==> config.mk <==
export PLATFORM = sky130hd
export DESIGN_NAME = output_frame_packer_flat
export DESIGN_NICKNAME = d
export VERILOG_FILES = /design/src/rtl/output_frame_packer_if.sv /design/src/rtl/output_frame_packer.sv /design/src/flat_wrapper.sv
export SDC_FILE = /design/constraint.sdc
export NUM_CORES = 1
export LEC_CHECK = 0
export CAP_MARGIN = 40
export CORE_MARGIN = 10
export CORE_UTILIZATION = 55
export CTS_CLUSTER_SIZE = 16
export DETAILED_ROUTE_END_ITERATION = 10
export PLACE_DENSITY = 0.81
export SETUP_SLACK_MARGIN = 0.2
export SLEW_MARGIN = 20
export SYNTH_ARGS = -nofsm -noshare
export SYNTH_HDL_FRONTEND = slang
export SYNTH_SLANG_ARGS = --single-unit
export TNS_END_PERCENT = 10
==> constraint.sdc <==
create_clock -name clk -period 3.7 [get_ports clk]
set_input_delay 0.925 -clock clk [delete_from_list [all_inputs] [get_ports clk]]
set_output_delay 0.925 -clock clk [all_outputs]
set_load 0.005 [all_outputs]
==> src/rtl/output_frame_packer_if.sv <==
// FIFO-read and RAM-write bundle of the output frame packer.
// The packer takes the slave view; the FIFO/RAM side takes the master view.
interface output_frame_packer_if #(
  parameter int FIFO_W = 32,
  parameter int WORD_W = 64,
  parameter int ADDR_W = 16
);
  logic              fifo_empty;
  logic [FIFO_W-1:0] fifo_data;
  logic              fifo_rd_en;
  logic              ram_we;
  logic [ADDR_W-1:0] ram_waddr;
  logic [WORD_W-1:0] ram_wdata;

  modport master (
    output fifo_empty, fifo_data,
    input  fifo_rd_en, ram_we, ram_waddr, ram_wdata
  );

  modport slave (
    input  fifo_empty, fifo_data,
    output fifo_rd_en, ram_we, ram_waddr, ram_wdata
  );
endinterface

==> src/rtl/output_frame_packer.sv <==
// Walks the frame in raster order, fills border pixels with FILL, pops interior
// pixels from a first-word-fall-through FIFO and writes packed words to RAM.
module output_frame_packer #(
  parameter int              IMG_W  = 640,
  parameter int              IMG_H  = 480,
  parameter int              BORDER = 1,
  parameter int              PIX_W  = 8,
  parameter int              WORD_W = 64,
  parameter int              FIFO_W = 32,
  parameter int              ADDR_W = 16,
  parameter logic [PIX_W-1:0] FILL  = '0
) (
  input  logic                 clk,
  input  logic                 reset_n,
  input  logic                 start,
  output_frame_packer_if.slave bus,
  output logic                 busy,
  output logic                 frame_done,
  output logic                 extra_data
);

  localparam int LANES = WORD_W / PIX_W;
  localparam int XW    = (IMG_W > 1) ? $clog2(IMG_W) : 1;
  localparam int YW    = (IMG_H > 1) ? $clog2(IMG_H) : 1;
  localparam int LW    = (LANES > 1) ? $clog2(LANES) : 1;

  localparam logic [XW-1:0]     X_LAST    = XW'(IMG_W - 1);
  localparam logic [YW-1:0]     Y_LAST    = YW'(IMG_H - 1);
  localparam logic [LW-1:0]     L_LAST    = LW'(LANES - 1);
  localparam logic [WORD_W-1:0] FILL_WORD = {LANES{FILL}};

  // FLUSH is the one cycle in which the final word write is on the RAM port.
  typedef enum logic [1:0] {S_IDLE, S_RUN, S_FLUSH, S_DONE} state_t;

  state_t              state_q, state_d;
  logic [XW-1:0]       x_q;
  logic [YW-1:0]       y_q;
  logic [LW-1:0]       lane_q;
  logic [ADDR_W-1:0]   widx_q;
  logic [WORD_W-1:0]   acc_q;
  logic                ram_we_q;
  logic [ADDR_W-1:0]   ram_waddr_q;
  logic [WORD_W-1:0]   ram_wdata_q;
  logic                extra_q;

  logic [FIFO_W-1:0]   fifo_head;
  logic                unused_fifo_bits;
  logic                border;
  logic                accept;
  logic                last_pix;
  logic                launch;
  logic                start_frame;
  logic [PIX_W-1:0]    pix;
  logic [WORD_W-1:0]   word_next;

  assign fifo_head        = bus.fifo_data;
  assign unused_fifo_bits = ^fifo_head;

  // NOTE: every always_comb output is given a default first, so no path can infer a latch.
  always_comb begin
    border = (int'(x_q) < BORDER) || (int'(x_q) >= IMG_W - BORDER) ||
             (int'(y_q) < BORDER) || (int'(y_q) >= IMG_H - BORDER);
    accept      = (state_q == S_RUN) && (border || !bus.fifo_empty);
    pix         = border ? FILL : fifo_head[PIX_W-1:0];
    last_pix    = (x_q == X_LAST) && (y_q == Y_LAST);
    launch      = accept && ((lane_q == L_LAST) || last_pix);
    start_frame = start && ((state_q == S_IDLE) || (state_q == S_DONE));
    word_next   = acc_q;
    word_next[lane_q*PIX_W +: PIX_W] = pix;
  end

  always_comb begin
    state_d = state_q;
    case (state_q)
      S_IDLE,
      S_DONE:  if (start)              state_d = S_RUN;
      S_RUN:   if (accept && last_pix) state_d = S_FLUSH;
      S_FLUSH:                         state_d = S_DONE;
      default:                         state_d = S_IDLE;
    endcase
  end

  // NOTE: sequential state uses non-blocking assignments so every register samples pre-edge values.
  always_ff @(posedge clk or negedge reset_n) begin
    if (!reset_n) state_q <= S_IDLE;
    else          state_q <= state_d;
  end

  always_ff @(posedge clk or negedge reset_n) begin
    if (!reset_n) begin
      x_q         <= '0;
      y_q         <= '0;
      lane_q      <= '0;
      widx_q      <= '0;
      acc_q       <= FILL_WORD;
      ram_we_q    <= 1'b0;
      ram_waddr_q <= '0;
      ram_wdata_q <= '0;
      extra_q     <= 1'b0;
    end else begin
      ram_we_q <= 1'b0;
      if (((state_q == S_IDLE) || (state_q == S_DONE)) && !bus.fifo_empty)
        extra_q <= 1'b1;

      if (start_frame) begin
        x_q    <= '0;
        y_q    <= '0;
        lane_q <= '0;
        widx_q <= '0;
        acc_q  <= FILL_WORD;
      end else if (accept) begin
        if (x_q == X_LAST) begin
          x_q <= '0;
          y_q <= y_q + 1'b1;
        end else begin
          x_q <= x_q + 1'b1;
        end
        // Refilling with FILL_WORD leaves FILL in unused lanes of a short final word.
        if (launch) begin
          lane_q      <= '0;
          acc_q       <= FILL_WORD;
          ram_we_q    <= 1'b1;
          ram_waddr_q <= widx_q;
          ram_wdata_q <= word_next;
          widx_q      <= widx_q + 1'b1;
        end else begin
          lane_q <= lane_q + 1'b1;
          acc_q  <= word_next;
        end
      end
    end
  end

  assign bus.fifo_rd_en = (state_q == S_RUN) && !border && !bus.fifo_empty;
  assign bus.ram_we     = ram_we_q;
  assign bus.ram_waddr  = ram_waddr_q;
  assign bus.ram_wdata  = ram_wdata_q;
  assign busy           = (state_q == S_RUN) || (state_q == S_FLUSH);
  assign frame_done     = (state_q == S_DONE);
  assign extra_data     = extra_q;

endmodule

==> src/flat_wrapper.sv <==
// flat-port wrapper written by rule: the top's interface ports become plain ports
module output_frame_packer_flat 
#(
  parameter int              IMG_W  = 640,
  parameter int              IMG_H  = 480,
  parameter int              BORDER = 1,
  parameter int              PIX_W  = 8,
  parameter int              WORD_W = 64,
  parameter int              FIFO_W = 32,
  parameter int              ADDR_W = 16,
  parameter logic [PIX_W-1:0] FILL  = '0
)
  (clk, reset_n, start, busy, frame_done, extra_data, bus_fifo_empty, bus_fifo_data, bus_fifo_rd_en, bus_ram_we, bus_ram_waddr, bus_ram_wdata);
  output_frame_packer_if #(.FIFO_W(FIFO_W), .WORD_W(WORD_W), .ADDR_W(ADDR_W)) bus_i ();
  input  logic clk;
  input  logic reset_n;
  input  logic start;
  output logic busy;
  output logic frame_done;
  output logic extra_data;
  input wire logic [$bits(bus_i.fifo_empty)-1:0] bus_fifo_empty;
  input wire logic [$bits(bus_i.fifo_data)-1:0] bus_fifo_data;
  output wire logic [$bits(bus_i.fifo_rd_en)-1:0] bus_fifo_rd_en;
  output wire logic [$bits(bus_i.ram_we)-1:0] bus_ram_we;
  output wire logic [$bits(bus_i.ram_waddr)-1:0] bus_ram_waddr;
  output wire logic [$bits(bus_i.ram_wdata)-1:0] bus_ram_wdata;
  assign bus_i.fifo_empty = bus_fifo_empty;
  assign bus_i.fifo_data = bus_fifo_data;
  assign bus_fifo_rd_en = bus_i.fifo_rd_en;
  assign bus_ram_we = bus_i.ram_we;
  assign bus_ram_waddr = bus_i.ram_waddr;
  assign bus_ram_wdata = bus_i.ram_wdata;
  output_frame_packer #(.IMG_W(IMG_W), .IMG_H(IMG_H), .BORDER(BORDER), .PIX_W(PIX_W), .WORD_W(WORD_W), .FIFO_W(FIFO_W), .ADDR_W(ADDR_W), .FILL(FILL)) u_core (.clk(clk), .reset_n(reset_n), .start(start), .bus(bus_i), .busy(busy), .frame_done(frame_done), .extra_data(extra_data));
endmodule
Word level (Yosys, flattened, before mapping)
Index checks and enable logic that the tools add are counted.
- $add $sub $neg: 5
- $mul: 0
- divide/modulo/power cells: 0
- order comparisons: 4
- equality and inequality tests: 8
- shifts and indexed selects: 2
- mux-type cells: 23
- bitwise logic cells: 1
- reductions and logical operators: 26
- operator list (operator ; count):
    $mux 64 ; 3
    $bwmux 64 ; 1
    $shift 8x34->64 const A ; 1
    $shiftx 8x34->64 ; 1
    $mux 16 ; 3
    $neg 6->34 ; 1
    $mux 10 ; 3
    $mux 9 ; 3
    $add 16x1->16 const B ; 1
    $add 10x1->10 const B ; 1
    $eq 10x10->1 const B ; 1
    $ge 10x10->1 const B ; 1
    $lt 10x1->1 const B ; 1
    $add 9x1->9 const B ; 1
    $eq 9x9->1 const B ; 1
    $ge 9x9->1 const B ; 1
    $lt 9x1->1 const B ; 1
    $mux 3 ; 3
    $logic_and 1x1->1 ; 8
    $mux 8 ; 1
    $logic_or 1x1->1 ; 7
    $pmux 2 s3 ; 1
    $reduce_and 2->1 ; 3
    $reduce_bool 2->1 ; 3
    13 further kinds ; 18
- register bits: 186
- bits in latches: 0
- memory bits (writable): 0
- ROM bits: 0
- input port bits: 36
- logic and storage cells: 79
- memories kept: 0

Longest topological paths before layout
- depth after elaboration: 10
- mapped depth: 11

Worst setup path after synthesis
Ideal clock, no wire load.
- path type: input-to-output
- from: in bus_fifo_empty
- to: out bus_fifo_rd_en
- arrival: 1741 ps
- required time: 2775 ps
- setup slack: 1034 ps
- cell stages on the path: 3
- cells stage by stage: clkbuf_1 > clkbuf_1 > nor3_1
- word-level cells in the longest chain between the ends: 2
- ends and longest elaborated chain (item ; RTL line ; text):
    start, declared ; flat_wrapper.sv:21 ; input wire logic [$bits(bus_i.fifo_empty)-1:0] bus_fifo_empty;
    $logic_not 1->1 ; output_frame_packer.sv:134 ; assign bus.fifo_rd_en = (state_q == S_RUN) && !border && !bus.fifo_empty;
    $logic_and 1x1->1 ; output_frame_packer.sv:134 ;
    end, declared ; flat_wrapper.sv:23 ; output wire logic [$bits(bus_i.fifo_rd_en)-1:0] bus_fifo_rd_en;
Every way passes these cells.

Final worst setup path
- from: reg u_core.y_q[0]
- to: out bus_fifo_rd_en
- word-level cells in the longest chain between the ends: 6
- elaborated cells on any way between the ends: 7
- ends and longest elaborated chain (item ; RTL line ; text):
    start, declared ; output_frame_packer.sv:37 ; logic [YW-1:0] y_q;
    start signal, assigned ; output_frame_packer.sv:114 ; y_q <= y_q + 1'b1;
    $lt 9x1->1 ; output_frame_packer.sv:62 ; (int'(y_q) < BORDER) || (int'(y_q) >= IMG_H - BORDER);
    $logic_or 1x1->1 ; output_frame_packer.sv:61 ; border = (int'(x_q) < BORDER) || (int'(x_q) >= IMG_W - BORDER) ||
    $logic_or 1x1->1 (*) ; output_frame_packer.sv:62 ;
    $logic_not 1->1 (*) ; output_frame_packer.sv:134 ;
    $logic_and 1x1->1 (*) (2 in a row) ; output_frame_packer.sv:134 ;
Every way passes the cells marked *; elsewhere a longest branch is shown, timed or not.

==> results.md <==
* Hold Path Class: flip-flop to flip-flop
* Detail Route Antenna Nets at 0
* Fin nets at 920
* Share of cells above drive strength 1 at 0.0723
* DRC viols at 0
* Crit Path Class: flip-flop to output port
* EDFF count, synth at 0
* Placed insts at 1037
* Per-cell routed wire length at 20.5 um
* Worst-skew pair later-pin latency at 440 ps
* Cells after synthesis at 792
* Largest net degree at the start of global routing at 91
* DR vias/cell at 6.46
* Antenna violations before repair at 0
* Vias at 6909
* Seq/Total Area, Yosys at 0.559
* Worst slew margin at 0.433
* Critical Path Fanout Max at 6
* Part of the cycle the worst path needs at 0.836
* YS warnings at 0
* Initial core utilization at 0.566
* Drt first-iter violations at 780
* Max_cap viols at 0
* Final Max Slew Viols at 0
* N_diodes at 0
* Cell variety after synth at 51
* CP max stage delay at 450 ps
* CTS tree: done
* Die Y-Extent at 143 um
* CP Data Required Time at 2770 ps
* Cell Chain, Critical Path: ha_2, a211oi_1, or3_1, nand4_1, nor3_2, dlymetal6s2s_1
* First-pass GRT wire length at 35600 um
* RSZ-0062 raised after global routing: no
* Type of origin of the critical path: flip-flop
* DP HPWL at 14900 um
* Io pins at 121
* Number of global-route vias before repair at 6833
* Fin. Hold Viols at 0
* Data arrival, critical path at 2170 ps
* CTS Buffer Depth at 2
* Final GP Congestion at 0.910
* Final worst setup slack at 608 ps
* Total routed wirelength at 21900 um
* Peak VDD IR at 0.468 mV
* Core Box Area at 14700 sq um
* Final setup violation count at 0
* Die Area at 20500 sq um
* Syn_area_per_cell at 10.5 sq um
* Area leader, netlist: dfrtp_1
* Max Clk Rate at 0.323 GHz
* CP Capture Type: output port
* Cells taking the most area after synthesis: dfrtp_1, a22oi_1, nor2_1
* Grt ovf at 0
* 1st-pass router iterations at 7
* Total GRT Usage at 0.217
* Level count of the clock H-tree at 4
* Reg clk slew, reported paths at 70 ps
* Top FF cell, synth: dfrtp_1
* Period minus WS final at 3090 ps
* Slowest cell on crit path: dfrtp_2
* Power Density at 514 nW/um^2
* Fin cells at 1069
* Net Count, Synth at 838
* Synth Register Bits at 186
* IO Port Bufs at 96
* DP Area at 9490 sq um
* Placement Setup Slack at 469 ps
* Layout area overhead at 21.5%
* Synth async-reset ratio at 1.00
* Design area at 10100 sq um
* Std cell rows at 44
* Worst slew pin tran at 847 ps
* Post-CTS Hold Fix Bufs at 0
* LEAKAGE at 4.33 nW
* TritonCTS Buffers at 17
* Clock skew at 9.06 ps
* Die W at 143 um
* Post-Route Setup TNS at 0 ps
* Root Buffer: clkbuf_16
* Outcome: complete, no violations
* Top cell type's share of synthesized area at 0.559
* # clock sinks at 186
* Tot Pwr at 5.19 mW
* Netlist Area Pre-Place at 8320 sq um
-- power breakdown --
group          total (mW)  switching, mW  internal, mW
clock                1.87          0.805          1.07
sequential           2.18         0.0694          2.11
combinational        1.15          0.782         0.364
total                5.19           1.66          3.54
-- cells in the final DEF (no fill, tap or decap), types with 16 or more instances in the layout --
cell type / synthesis / layout
a22oi_1: 64 / 64
a22o_1: 32 / 32
clkdlybuf4s50_1: 0 / 94
nand2_1: 40 / 40
dfrtp_1: 186 / 185
a21oi_1: 87 / 87
a32o_1: 16 / 16
clkbuf_16: 0 / 17
nor2_1: 118 / 117
buf_4: 0 / 18
-- cells in the mapped netlist, types with 2 or more instances --
| cell | number |
|---|---|
| o2bb2ai_1 | 15 |
| o31ai_1 | 6 |
| nand3b_1 | 4 |
| inv_1 | 14 |
| a211oi_1 | 7 |
| and4_1 | 4 |
| ha_1 | 10 |
| nand2b_1 | 4 |
| mux2_1 | 15 |
| dfrtp_1 | 186 |
| buf_2 | 11 |
| a22o_1 | 32 |
| or3_1 | 4 |
| nand2_1 | 40 |
| a32o_1 | 16 |
| o21ai_0 | 8 |
| a2111oi_2 | 2 |
| buf_1 | 9 |
| or4_1 | 5 |
| nand4b_1 | 2 |
| clkbuf_1 | 35 |
| a22oi_1 | 64 |
| and2_1 | 10 |
| o41ai_1 | 3 |
| and3_1 | 3 |
| nand3_1 | 15 |
| nor2_1 | 118 |
| nor3_1 | 3 |
| xor2_1 | 8 |
| nand4_1 | 13 |
| a211o_1 | 2 |
| a21oi_1 | 87 |
| a31oi_1 | 9 |
| xnor2_1 | 10 |
| nor4_1 | 2 |
-- logic make-up after synthesis --
kind of cell / share of synthesized area
AO/OA/AOI/OAI: 0.224
multiplexers: 0.0228
buffers and inverters: 0.0328
XOR/XNOR: 0.0189
flip-flops: 0.559
adder cells (fa/ha/maj): 0.0150
AND/OR/NAND/NOR: 0.127
-- critical path, delay by kind of cell, from the launching register on --
kind / cells / cell delay [ps]
compound gates: 1 / 230
buf+inv: 1 / 180
simple gates: 3 / 650
fa+ha+maj: 1 / 230
flops: 1 / 450
-- per-layer routing --
layer / GRT usage / vias up / share of wire
met2: 0.359 / 301 / 0.50
met4: 0.0847 / 0 / 0.025
met3: 0.0484 / 49 / 0.070
li1: - / 3089 / -
met5: 0 / - / 0
met1: 0.271 / 3470 / 0.41
-- final cells by class --
cell class | count | area [sq um]
flip-flops and latches | 186 | 4660
fillers | 1024 | 4580
multi-input cells | 537 | 3410
repair buffers | 118 | 1170
clock buffers | 18 | 429
well taps | 184 | 230
clock inverters | 12 | 166
inverters | 14 | 52.6
-- final timing paths --
check                                  startpoint                        to  slack, ps  depth (start not counted)
worst min-delay path            u_core.extra_data         u_core.extra_data        460                          1
max in group asynchronous                 reset_n          u_core.acc_q[50]       2320                          2
worst max-delay path                u_core.y_q[0]            bus_fifo_rd_en        610                          6
min in group asynchronous                 reset_n          u_core.widx_q[1]        500                          1
worst max register to register   u_core.lane_q[0]  u_core.bus.ram_wdata[10]        620                          7
worst min register to register  u_core.extra_data         u_core.extra_data        460                          1
-- sequential cells by signal, indices dropped and copies added (netlist names) --
| name | count |
|---|---|
| u_core.bus.ram_waddr | 16 |
| u_core.extra_data | 1 |
| u_core.widx_q | 16 |
| u_core.bus.ram_we | 1 |
| u_core.x_q | 10 |
| u_core.bus.ram_wdata | 64 |
| u_core.acc_q | 64 |
| u_core.state_q | 2 |
| u_core.y_q | 9 |
| u_core.lane_q | 3 |
-- timing repair --
action,CTS,global route
gates resized for setup,1,3
pin swaps,0,2
setup buffers,0,1
setup endpoints to repair,1,1
-- metrics by stage --
step | util | hold slack [ps]
floorplan | - | 451
global placement | 0.645 | 448
detailed placement | 0.646 | 447
CTS | 0.687 | 462
global route | 0.688 | 485
finish | 0.688 | 456
No activity file was read; power rests on OpenSTA's default activity.
